==> src/rtl/relay_pkg.sv <==
// Shared types and the one-hot classifier used by the relay register bank.
package relay_pkg;

    localparam int unsigned OH_MAX_W   = 32;
    localparam int unsigned OH_IDX_W   = $clog2(OH_MAX_W);

    typedef enum logic [1:0] {
        IDLE   = 2'd0,
        SETTLE = 2'd1,
        COMMIT = 2'd2
    } relay_state_t;

    typedef enum logic {
        SRC_ALU = 1'b0,
        SRC_BUS = 1'b1
    } ld_src_t;

    typedef enum logic [1:0] {
        OH_NONE = 2'd0,
        OH_ONE  = 2'd1,
        OH_MANY = 2'd2
    } onehot_kind_t;

    typedef struct packed {
        onehot_kind_t          kind;
        logic [OH_IDX_W-1:0]   idx;
    } onehot_res_t;

    // Classifies a strobe vector; idx is meaningful only when kind is OH_ONE.
    function automatic onehot_res_t onehot_check(input logic [OH_MAX_W-1:0] vec);
        onehot_res_t res;
        int unsigned ones;
        res  = '{kind: OH_NONE, idx: '0};
        ones = 0;
        for (int i = 0; i < OH_MAX_W; i++) begin
            if (vec[i]) begin
                ones    = ones + 1;
                res.idx = OH_IDX_W'(i);
            end
        end
        if (ones == 1)
            res.kind = OH_ONE;
        else if (ones > 1)
            res.kind = OH_MANY;
        return res;
    endfunction

endpackage

==> src/rtl/relay_settle_timer.sv <==
// Down-counter that models relay settle time; loads SETTLE_CYCLES-1 and stops at zero.
module relay_settle_timer
#(
    parameter int unsigned SETTLE_CYCLES = 2
)
(
    input  logic clk,
    input  logic rst_n,
    input  logic load,
    input  logic dec,
    output logic cnt_zero
);

    localparam int unsigned CNT_W = $clog2(SETTLE_CYCLES + 1);

    logic [CNT_W-1:0] cnt_q;
    logic [CNT_W-1:0] cnt_d;

    assign cnt_zero = (cnt_q == '0);

    always_comb begin
        cnt_d = cnt_q;
        if (load)
            cnt_d = CNT_W'(SETTLE_CYCLES - 1);
        else if (dec && !cnt_zero)
            cnt_d = cnt_q - 1'b1;
    end

    // NOTE: sequential state uses non-blocking assignments so every flop samples pre-edge values.
    always_ff @(posedge clk) begin
        if (!rst_n)
            cnt_q <= '0;
        else
            cnt_q <= cnt_d;
    end

endmodule

==> src/rtl/relay_reg_bank.sv <==
// Bank of NREG registers with staged, settle-delayed loads and a registered bus read port.
module relay_reg_bank
    import relay_pkg::*;
#(
    parameter int unsigned WIDTH         = 8,
    parameter int unsigned NREG          = 4,
    parameter int unsigned SETTLE_CYCLES = 2
)
(
    input  logic              clk,
    input  logic              rst_n,
    input  logic [NREG-1:0]   ld,
    input  logic              ld_src,
    input  logic [NREG-1:0]   sel,
    input  logic [WIDTH-1:0]  alu_result,
    input  logic [WIDTH-1:0]  bus_in,
    output logic [WIDTH-1:0]  bus_out,
    output logic              bus_oe,
    output logic              busy,
    output logic              done,
    output logic              ovr,
    output logic              err,
    output logic [NREG-1:0]   led_ld,
    output logic [NREG-1:0]   led_sel
);

    localparam int unsigned IDX_W = $clog2(NREG);

    relay_state_t       state_q,   state_d;
    logic [WIDTH-1:0]   stage_q,   stage_d;
    logic [IDX_W-1:0]   tgt_q,     tgt_d;
    logic [WIDTH-1:0]   regs_q [NREG];
    logic [WIDTH-1:0]   regs_d [NREG];
    logic [WIDTH-1:0]   bus_out_q, bus_out_d;
    logic               bus_oe_q,  bus_oe_d;
    logic               ovr_q,     ovr_d;
    logic               err_q,     err_d;
    logic [NREG-1:0]    led_sel_q;

    logic               timer_load;
    logic               timer_dec;
    logic               cnt_zero;

    logic [OH_MAX_W-1:0] ld_ext;
    logic [OH_MAX_W-1:0] sel_ext;
    onehot_res_t         ld_chk;
    onehot_res_t         sel_chk;
    logic [IDX_W-1:0]    ld_idx;
    logic [IDX_W-1:0]    sel_idx;

    relay_settle_timer #(
        .SETTLE_CYCLES (SETTLE_CYCLES)
    ) u_timer (
        .clk      (clk),
        .rst_n    (rst_n),
        .load     (timer_load),
        .dec      (timer_dec),
        .cnt_zero (cnt_zero)
    );

    always_comb begin
        ld_ext             = '0;
        ld_ext[NREG-1:0]   = ld;
        sel_ext            = '0;
        sel_ext[NREG-1:0]  = sel;
        ld_chk             = onehot_check(ld_ext);
        sel_chk            = onehot_check(sel_ext);
        ld_idx             = ld_chk.idx[IDX_W-1:0];
        sel_idx            = sel_chk.idx[IDX_W-1:0];
    end

    // NOTE: every signal gets a default at the top of the block so no path can infer a latch.
    always_comb begin
        state_d    = state_q;
        stage_d    = stage_q;
        tgt_d      = tgt_q;
        regs_d     = regs_q;
        timer_load = 1'b0;
        timer_dec  = 1'b0;
        ovr_d      = 1'b0;

        unique case (state_q)
            IDLE: begin
                if (ld_chk.kind == OH_ONE) begin
                    stage_d    = (ld_src_t'(ld_src) == SRC_BUS) ? bus_in : alu_result;
                    tgt_d      = ld_idx;
                    timer_load = 1'b1;
                    state_d    = SETTLE;
                end
            end
            SETTLE: begin
                ovr_d = |ld;
                if (cnt_zero)
                    state_d = COMMIT;
                else
                    timer_dec = 1'b1;
            end
            COMMIT: begin
                ovr_d         = |ld;
                regs_d[tgt_q] = stage_q;
                state_d       = IDLE;
            end
            default: state_d = IDLE;
        endcase
    end

    // Reads see regs_q, so a read in the COMMIT cycle still returns the pre-commit value.
    always_comb begin
        bus_out_d = '0;
        bus_oe_d  = 1'b0;
        if (sel_chk.kind == OH_ONE) begin
            bus_out_d = regs_q[sel_idx];
            bus_oe_d  = 1'b1;
        end
        err_d = (ld_chk.kind == OH_MANY) || (sel_chk.kind == OH_MANY);
    end

    // NOTE: the register array is reset explicitly because a reset must leave every register at zero.
    always_ff @(posedge clk) begin
        if (!rst_n) begin
            state_q   <= IDLE;
            stage_q   <= '0;
            tgt_q     <= '0;
            for (int i = 0; i < NREG; i++)
                regs_q[i] <= '0;
            bus_out_q <= '0;
            bus_oe_q  <= 1'b0;
            ovr_q     <= 1'b0;
            err_q     <= 1'b0;
            led_sel_q <= '0;
        end else begin
            state_q   <= state_d;
            stage_q   <= stage_d;
            tgt_q     <= tgt_d;
            regs_q    <= regs_d;
            bus_out_q <= bus_out_d;
            bus_oe_q  <= bus_oe_d;
            ovr_q     <= ovr_d;
            err_q     <= err_d;
            led_sel_q <= sel;
        end
    end

    assign busy    = (state_q == SETTLE) || (state_q == COMMIT);
    assign done    = (state_q == COMMIT);
    assign led_ld  = busy ? (NREG'(1) << tgt_q) : '0;
    assign led_sel = led_sel_q;
    assign bus_out = bus_out_q;
    assign bus_oe  = bus_oe_q;
    assign ovr     = ovr_q;
    assign err     = err_q;

endmodule

==> config.mk <==
export PLATFORM = sky130hd
export DESIGN_NAME = relay_reg_bank
export DESIGN_NICKNAME = d
export VERILOG_FILES = /design/src/rtl/relay_pkg.sv /design/src/rtl/relay_settle_timer.sv /design/src/rtl/relay_reg_bank.sv
export SDC_FILE = /design/constraint.sdc
export NUM_CORES = 1
export LEC_CHECK = 0
export CORE_UTILIZATION = 53
export CTS_CLUSTER_DIAMETER = 150
export DETAILED_ROUTE_END_ITERATION = 8
export PLACE_DENSITY = 0.91
export SLEW_MARGIN = 25
export SYNTH_ARGS = -nofsm -noshare
export SYNTH_HDL_FRONTEND = slang
export SYNTH_SLANG_ARGS = --single-unit
==> constraint.sdc <==
create_clock -name clk -period 3.4 [get_ports clk]
set_clock_uncertainty 0.2 [all_clocks]
set_input_delay 0.51 -clock clk [delete_from_list [all_inputs] [get_ports clk]]
set_output_delay 0.51 -clock clk [all_outputs]
set_load 0.01 [all_outputs]
==> metrics, run 1 <==
die height=77.0 um; routed vias/inst=5.23; Post-synth ARST share=0%; outcome=finished clean; crit path launch=ld[0]; # diodes=0; root buf cell=clkbuf_8; Crit Path Max Fanout=12; H-tree Lvls=3; kind of critical path=in -> reg; Core Area=5270 um2; synth warn=0; Worst Tran Pin Value=0.751 ns; leakage power=1.62 nW; Clock transition at path regs=0.06 ns; commonest non-fill, non-tap cells in the layout=dfxtp_1 (61), mux2i_1 (59), clkdlybuf4s50_1 (47); Pre-antenna DRT Iters=4; DRC viols=0; unrepaired setup endpoints after global routing=no; Cells after DPL=410; initial antenna violation count=0; detailed-route via count=2221; Antenna Violating Nets Remaining=0; Fillers=406; Hold Path Class=reg -> reg; DR WL/cell=13.3 um; reg2reg setup slack=1.60 ns; Slew Viols, Final=0; Critical Path Sink=stage_q[5]$_SDFFE_PN0P_; leading cell type in the layout, fill and taps excluded=dfxtp_1; port bufs=47; chip width=77.0 um; Design Area, Final=3660 um2; Final Critical Period=3.08 ns; Cells after Synth=307; Inserted Clock Buffers=9; syn_nets=347; Setup WS pre-CTS=-0.0472 ns; arrival time worst endpoint=3.14 ns; DP HPWL=4.01 mm; mapped cell area=2980 um2; Final setup viols=0; DIE AREA=5930 um2; Post-CTS Setup Repair Bufs=0; first-pass GRT wire length=9.69 mm; Total Power=1.60 mW; max_cap viols=0; post-synth cell types=36; starting density of the core=56.6%; Clock Sinks=61; worst setup margin=0.316 ns; RR Endpoint=regs_q[0]$_SDFFE_PN0P_; Critical R2R Launch=state_q[0]$_SDFFE_PN0P_; CTS tree=built; Critical Path Sink Type=flop; Layout Nets=391; CTS hold repair buffers=0; WL final=5.65 mm; worst slew margin relative to its limit=49.7%; grt total ovfl=0; row cnt=26; reg2reg path depth=5; share of cells above drive strength 1=8.45%; Fmax achieved=324 MHz; pin count of the biggest net entering global routing=67; Critical Path RT=3.45 ns; EDFF count, synth=0; Fin Hold WS=0.300 ns; number of global-route vias before repair=2177; register bit count reported by yosys=61; count of final hold-check violations=0; final cell count without fillers=425; register area share after synthesis=40.9%; IO Pins=48; Area after DPL=3480 um2; CP Launch Type=primary input; Synth Area per Inst=9.72 um2; GP Congestion=0.781; fin crit share=90.7%; Final Util=69.4%; Skew-Pair Late Insertion Delay=0.33 ns; total track usage=20.7%; P per Cell Area=436 nW/um2; Initial DRC Count=119; # resized after CTS=0; Max VDD drop=0.251 mV; Max Buffers Root-to-Sink=2; Post-Route Setup TNS=0 ns; Layout area overhead=22.7%; Main synth FF type=dfxtp_1
worst max-delay path, stage by stage:
cell	delay, ns
clkdlybuf4s50_1	0.48
inv_1	0.07
ha_1	0.33
xor2_1	0.16
ha_1	0.33
and4b_1	0.20
or4_4	0.54
nand3_2	0.28
mux2i_1	0.23
synthesized netlist by cell type, drive strengths merged, types with 3 or more instances:
master	count	share of area [%]
a21oi	4	0.67
and2	4	0.84
and3	3	0.63
buf	6	1.7
clkbuf	14	1.8
dfxtp	61	41
ha	13	5.5
inv	12	1.5
mux2	9	3.4
mux2i	59	20
nand2	30	3.8
nand3	7	1.3
nand3b	3	0.75
nor2	12	1.5
nor2b	34	7.1
o21ai	12	2.0
logic make-up after synthesis:
| kind of cell | Yosys count | synth area share [%] |
|---|---|---|
| AND/OR/NAND/NOR | 103 | 19.0 |
| multiplexers | 68 | 23.2 |
| flip-flops | 61 | 40.9 |
| buffers and inverters | 32 | 4.99 |
| AO/OA/AOI/OAI | 26 | 5.29 |
| adder cells (fa/ha/maj) | 13 | 5.45 |
| XOR/XNOR | 4 | 1.17 |
final cells by class:
| class | instances | area, um2 | share of cell area [%] |
|---|---|---|---|
| Inverter | 12 | 45.0 | 1.23 |
| Tap cell | 70 | 87.6 | 2.39 |
| Multi-Input combinational cell | 214 | 1610 | 44.1 |
| Sequential cell | 61 | 1220 | 33.4 |
| Clock inverter | 1 | 5.00 | 0.137 |
| Clock buffer | 14 | 173 | 4.72 |
| Timing Repair Buffer | 53 | 515 | 14.1 |
layer usage:
layer  up-vias  track usage (%)  wire length [um]
li1       1127                -                 -
met1      1035             24.1              2610
met2        52             36.0              2680
met3         7             5.00               258
met4         0             9.06                95
met5         -                0                 0
state kept, by name, indices dropped and copies added, names as in the netlist:
| signal | cells |
|---|---|
| bus_oe | 1 |
| bus_out | 8 |
| err | 1 |
| led_sel | 4 |
| ovr | 1 |
| regs_q | 32 |
| stage_q | 8 |
| state_q | 2 |
| tgt_q | 2 |
| u_timer.cnt_q | 2 |
worst min-delay path by stage:
stage                                 from                    end  depth (start not counted)
detailed placement  regs_q[4]$_SDFFE_PN0P_  bus_out[4]$_SDFF_PN0_                          2
CTS                 regs_q[4]$_SDFFE_PN0P_  bus_out[4]$_SDFF_PN0_                          2
floorplan           regs_q[0]$_SDFFE_PN0P_  bus_out[0]$_SDFF_PN0_                          2
global placement    regs_q[7]$_SDFFE_PN0P_  bus_out[7]$_SDFF_PN0_                          2
global route        regs_q[4]$_SDFFE_PN0P_  bus_out[4]$_SDFF_PN0_                          2
finish              regs_q[4]$_SDFFE_PN0P_  bus_out[4]$_SDFF_PN0_                          2
where the power goes:
group          internal (mW)  switching [mW]  total, mW
registers              0.741          0.0286      0.769
logic                  0.135           0.116      0.251
clock network          0.320           0.256      0.576
(Power assumes the default switching activity.)
==> run 2, diff against run 1 <==
CAP_MARGIN = 20   (was not set)
==> results of run 2 <==
The final DEF is identical to that of run 1; final timing and power are the same.
